$ cat src/rtl/rgb_rainbow_sequencer_pkg.sv
// Shared types and helpers for the rainbow breathing-light sequencer.
// Optional breathing envelope is built when BREATH_EN is defined.
package rgb_rainbow_sequencer_pkg;

  typedef logic [7:0] duty_t;

  localparam duty_t DUTY_MAX = 8'd255;

  typedef enum logic [2:0] {
    S_RG_UP = 3'd0,
    S_GR_DN = 3'd1,
    S_GB_UP = 3'd2,
    S_BG_DN = 3'd3,
    S_BR_UP = 3'd4,
    S_RB_DN = 3'd5
  } hue_state_e;

  typedef struct packed {
    duty_t r;
    duty_t g;
    duty_t b;
  } rgb_t;

  function automatic hue_state_e next_hue(input hue_state_e s);
    case (s)
      S_RG_UP: next_hue = S_GR_DN;
      S_GR_DN: next_hue = S_GB_UP;
      S_GB_UP: next_hue = S_BG_DN;
      S_BG_DN: next_hue = S_BR_UP;
      S_BR_UP: next_hue = S_RB_DN;
      default: next_hue = S_RG_UP;
    endcase
  endfunction

  // Each segment holds one channel at full, ramps one, and keeps one dark.
  function automatic rgb_t hue_to_rgb(input hue_state_e s, input duty_t ramp);
    rgb_t c;
    c = '0;
    case (s)
      S_RG_UP: begin c.r = DUTY_MAX;        c.g = ramp;            c.b = 8'd0;            end
      S_GR_DN: begin c.r = DUTY_MAX - ramp; c.g = DUTY_MAX;        c.b = 8'd0;            end
      S_GB_UP: begin c.r = 8'd0;            c.g = DUTY_MAX;        c.b = ramp;            end
      S_BG_DN: begin c.r = 8'd0;            c.g = DUTY_MAX - ramp; c.b = DUTY_MAX;        end
      S_BR_UP: begin c.r = ramp;            c.g = 8'd0;            c.b = DUTY_MAX;        end
      S_RB_DN: begin c.r = DUTY_MAX;        c.g = 8'd0;            c.b = DUTY_MAX - ramp; end
      default: c = '0;
    endcase
    return c;
  endfunction

endpackage

$ cat src/rtl/rgb_rainbow_sequencer_breath_env.sv
// Triangular breathing envelope: prescaler plus env/dir generator.
// The env output is the value env holds after the coming clock edge.
module rgb_breath_env
  import rgb_rainbow_sequencer_pkg::*;
#(
  parameter int ENV_DIV = 4
) (
  input  logic  clk,
  input  logic  rst_n,
  input  logic  tick,
  output duty_t env
);

  localparam logic [7:0] PRESC_MAX = 8'(ENV_DIV - 1);

  logic [7:0] presc_q, presc_d;
  duty_t      env_q, env_d;
  logic       dir_up_q, dir_up_d;
  logic       env_step;

  always_ff @(posedge clk or negedge rst_n) begin
    if (!rst_n) begin
      presc_q  <= 8'd0;
      env_q    <= 8'd0;
      dir_up_q <= 1'b1;
    end else begin
      presc_q  <= presc_d;
      env_q    <= env_d;
      dir_up_q <= dir_up_d;
    end
  end

  // The direction flips on the step that lands on an end value, so that end
  // value persists for one full envelope step before moving away.
  always_comb begin
    presc_d  = presc_q;
    env_d    = env_q;
    dir_up_d = dir_up_q;
    env_step = tick && (presc_q == PRESC_MAX);
    if (tick) presc_d = env_step ? 8'd0 : presc_q + 8'd1;
    if (env_step) begin
      if (dir_up_q) begin
        env_d = env_q + 8'd1;
        if (env_d == DUTY_MAX) dir_up_d = 1'b0;
      end else begin
        env_d = env_q - 8'd1;
        if (env_d == 8'd0) dir_up_d = 1'b1;
      end
    end
  end

  assign env = env_d;

endmodule

$ cat src/rtl/rgb_rainbow_sequencer.sv
// Hue-wheel sequencer producing registered R/G/B duty values for the PWM stage.
// Define BREATH_EN to scale the hue by a triangular breathing envelope.
module rgb_rainbow_sequencer
  import rgb_rainbow_sequencer_pkg::*;
#(
  parameter int HUE_STEP = 1,
  parameter int ENV_DIV  = 4
) (
  input  logic       clk,
  input  logic       rst,
  input  logic       step_tick,
  input  logic       hold,
  output duty_t      R_time_out,
  output duty_t      G_time_out,
  output duty_t      B_time_out,
  output logic       upd,
  output hue_state_e dbg_state
);

  // Handshake: a tick is consumed in any cycle with step_tick=1 and hold=0;
  // there is no back-pressure and a tick seen under hold is discarded.

  localparam logic [8:0] STEP9 = 9'(HUE_STEP);

  logic       tick_acc;
  hue_state_e state_q, state_d;
  duty_t      ramp_q, ramp_d;
  logic [8:0] ramp_sum;
  rgb_t       hue_d;
  rgb_t       out_d;

  assign tick_acc  = step_tick & ~hold;
  assign dbg_state = state_q;

  always_ff @(posedge clk or negedge rst) begin
    if (!rst) begin
      state_q <= S_RG_UP;
      ramp_q  <= 8'd0;
    end else if (tick_acc) begin
      state_q <= state_d;
      ramp_q  <= ramp_d;
    end
  end

  always_comb begin
    state_d  = state_q;
    ramp_d   = ramp_q;
    ramp_sum = {1'b0, ramp_q} + STEP9;
    if (ramp_q == DUTY_MAX) begin
      state_d = next_hue(state_q);
      ramp_d  = 8'd0;
    end else begin
      ramp_d = ramp_sum[8] ? DUTY_MAX : ramp_sum[7:0];
    end
  end

  assign hue_d = hue_to_rgb(state_d, ramp_d);

`ifdef BREATH_EN
  duty_t       env;
  logic [8:0]  env_p1;
  logic [15:0] prod_r, prod_g, prod_b;

  rgb_breath_env #(.ENV_DIV(ENV_DIV)) u_breath_env (
    .clk   (clk),
    .rst_n (rst),
    .tick  (tick_acc),
    .env   (env)
  );

  // env+1 spans 1..256, so env=255 passes the hue through and env=0 blanks it.
  always_comb begin
    env_p1 = {1'b0, env} + 9'd1;
    prod_r = 16'(hue_d.r) * 16'(env_p1);
    prod_g = 16'(hue_d.g) * 16'(env_p1);
    prod_b = 16'(hue_d.b) * 16'(env_p1);
    out_d.r = prod_r[15:8];
    out_d.g = prod_g[15:8];
    out_d.b = prod_b[15:8];
  end
`else
  assign out_d = hue_d;
`endif

  always_ff @(posedge clk or negedge rst) begin
    if (!rst) begin
      R_time_out <= 8'd0;
      G_time_out <= 8'd0;
      B_time_out <= 8'd0;
      upd        <= 1'b0;
    end else begin
      upd <= tick_acc;
      if (tick_acc) begin
        R_time_out <= out_d.r;
        G_time_out <= out_d.g;
        B_time_out <= out_d.b;
      end
    end
  end

endmodule

$ cat config.mk
export PLATFORM = sky130hd
export DESIGN_NAME = rgb_rainbow_sequencer
export DESIGN_NICKNAME = d
export VERILOG_FILES = /design/src/rtl/rgb_rainbow_sequencer_pkg.sv /design/src/rtl/rgb_rainbow_sequencer_breath_env.sv /design/src/rtl/rgb_rainbow_sequencer.sv
export SDC_FILE = /design/constraint.sdc
export NUM_CORES = 1
export LEC_CHECK = 0
export ABC_CLOCK_PERIOD_IN_PS = 2350
export CAP_MARGIN = 40
export CORE_ASPECT_RATIO = 1.5
export CORE_MARGIN = 2
export CORE_UTILIZATION = 53
export DETAILED_ROUTE_END_ITERATION = 12
export GPL_ROUTABILITY_DRIVEN = 1
export PLACE_DENSITY = 0.87
export SYNTH_ARGS = -nofsm -noshare
export SYNTH_HDL_FRONTEND = slang
export SYNTH_SLANG_ARGS = --single-unit
$ cat constraint.sdc
create_clock -name clk -period 2.35 [get_ports clk]
set_input_delay 0.235 -clock clk [delete_from_list [all_inputs] [get_ports clk]]
set_output_delay 0.235 -clock clk [all_outputs]
set_load 0.1 [all_outputs]
==> results.yml <==
synthesis:
  syn-cell-area_um2: 2060
  syn_area_per_cell_um2: 8.98
  synth_edf_count: 0
  ys_warn_count: 0
  yosysUniqueCellTypes: 44
  synth_flop_cell: "dfrtp_1"
  synth_cells: 229
  syn_nets: 234
  synth-seq-cells: 36
  synth-seq-area-share_pct: 43.8
  ys_async_sr_fraction_pct: 100
finish:
  drive_above_1_share_pct: 23.4
  nNetsFinal: 273
  fin_cells: 312
  antenna_cells: 0
  area_growth_pct: 22.3
  mostFrequentLayoutCells: "buf_4, nand2_1, dfrtp_1"
  final_common_cell: "buf_4"
place:
  numPortBuffers: 31
  hpwl_um: 3840
  dp_cells: 304
  dpl_worst_slack_ns: 0.0658
  gp_congestion: 0.954
worst_setup_path:
  cp_data_arrival_time_ns: 2.47
  endpoint_kind: "register"
  path_class: "reg2reg"
  cp-start-kind: "register"
  cp.required_ns: 2.54
  reg2reg_slack_ns: 0.07
  crit_path_max_fanout: 9
floorplanning:
  die_y_um: 80.3
  die_area_um2: 4400
  coreArea_um2: 3680
  initial_utilization_pct: 55.8
  boundaryPins: 32
  row_count: 27
  fp.dieW_um: 54.9
clocking:
  max-clock-path-buffers: 2
  clk_pin_slew_ns: 0.08
  ctsHtreeMaxLevel: 2
  root_buffer: "clkbuf_8"
  numCtsBuffers: 5
  ctsHoldBuffers: 0
  cts_tree: "yes"
  post-cts-setup-buffers: 0
  cts_num_sinks: 36
  insertion_delay_ns: 0.30
timing:
  rsz0062_at_grt: "no"
  maxSlewHeadroom_pct: 46.8
  setup_ws_ns: 0.0670
  fmax_ghz: 0.438
  setup-violations-final: 0
  finalCriticalPeriod_ns: 2.28
  skew_ns: 0.00896
  fin_crit_sh_pct: 97.1
  maxSlewViolCount: 0
  setup_tns_ns: 0
  worst_slew_pin_slew_ns: 0.798
  finalHoldViolations: 0
global_route:
  grt_max_degree: 37
  grt_antenna_before_repair: 0
  grt_first_pass_wirelength_um: 9160
  grtUsageTotal_pct: 28.8
  grt_pass1_vias: 1919
  globalRouteOverflowTotal: 0
power_and_ir_drop:
  p_sw_share_pct: 53.2
  power_frac_comb_pct: 54.9
  cellLeakagePower_nw: 1.11
  p_clk_share_pct: 16.4
  switchingPower_w: 0.00178
  p_int_w: 0.00157
  seq_power_share_pct: 28.7
  irDropWorstVdd_mv: 1.22
  power_density_nw_per_um2: 1330
drt:
  antenna_left: 0
  routed_wl_um: 5450
  drc: 0
  via_count: 1995
  drtPass1Iterations: 4
  wire_per_inst_um: 17.5
  drt_iter0_drc: 99
  via_per_inst: 6.39
run:
  cap_violations: 0
hold_path:
  min_path_type: "in2async"
outcome:
  status: "finished, final reports clean"
[synth_stat cells, drive strengths merged (4+ instances only)]
| cell type | instances | share of area [%] |
|---|---|---|
| and2 | 4 | 1.3 |
| nand3 | 16 | 4.1 |
| a32o | 8 | 3.9 |
| and3 | 4 | 1.2 |
| or3 | 8 | 2.4 |
| clkbuf | 7 | 1.3 |
| o21ai | 29 | 7.4 |
| nand2 | 37 | 6.8 |
| buf | 6 | 2.1 |
| dfrtp | 36 | 44 |
| o21a | 4 | 1.5 |
| a21oi | 8 | 1.9 |
| nor2 | 6 | 1.1 |
| mux2i | 9 | 4.4 |
| o31ai | 5 | 1.8 |
| nand4 | 5 | 1.5 |
[timing repair]
action	CTS	global route
resized for setup	1	5
setup endpoints to repair	1	6
cloned	0	0
[area by class of cell]
cell class	instances	area, µm²
fill	279	1170
multi-input combinational	177	1100
sequential	36	902
timing repair buffer	45	340
clock buffer	5	68.8
tap	43	53.8
clock inverter	3	42.5
inverter	3	11.3
[stage by stage]
| stage | area (µm²) | util (%) | hold WS, ns | total power, W |
|---|---|---|---|---|
| after floorplan | 2060 | - | -0.0606 | 0.00235 |
| after global placement | 2380 | 64.7 | 0.354 | 0.00275 |
| after detailed placement | 2380 | 64.7 | 0.363 | 0.00277 |
| after CTS | 2490 | 67.8 | 0.0439 | 0.00333 |
| after global routing | 2510 | 68.3 | 0.0978 | 0.00350 |
| final | 2510 | 68.3 | 0.0186 | 0.00335 |
[worst max-delay path, cell delays in order (launching register included)]
cell and delay [ns]:
dfrtp_1 0.47, ha_1 0.32, nand3_4 0.18, or3_1 0.42, and2_4 0.19, or3_1 0.35, a32o_1 0.25
[power groups by stage]
stage	combinational, W	clock, W	sequential [W]
6_report	0.00184	0.000548	0.000961
5_1_grt	0.00194	0.000574	0.000987
4_1_cts	0.00182	0.000556	0.000950
3_5_place_dp	0.00181	0	0.000959
3_3_place_gp	0.00179	0	0.000955
2_1_floorplan	0.000552	0	0.00179
[final timing paths]
check,endpoint,depth (start not counted),start
min in group clk,B_time_out[1],2,B_time_out[1]
hold / removal,B_time_out[1],1,rst
setup / recovery,R_time_out[6],6,ramp_q[0]
setup reg to reg,R_time_out[6],6,ramp_q[0]
max in group asynchronous,dbg_state[0],1,rst
hold reg to reg,B_time_out[1],2,B_time_out[1]
[flip-flops by register name, indices dropped and copies added (netlist names)]
register    cells
dbg_state       3
B_time_out      8
R_time_out      8
upd             1
ramp_q          8
G_time_out      8
[logic make-up after synthesis]
family | share of synthesized area, %
AO/OA/AOI/OAI | 22.5
XOR/XNOR | 2.56
adder cells (fa/ha/maj) | 0.609
buffers and inverters | 3.89
flip-flops | 43.8
multiplexers | 5.48
AND/OR/NAND/NOR | 21.2
[per-layer routing]
metal  global-route usage [%]  wire [µm]  up-vias  part of all wire (%)
li1                         -          -      926                     -
met1                     38.3       2190      962                    40
met2                     44.4       2800       90                    51
met3                     4.09        268       17                   4.9
met4                     14.8        185        0                   3.4
met5                        0          0        -                     0
Note: power is estimated with default switching activity, not from simulation.
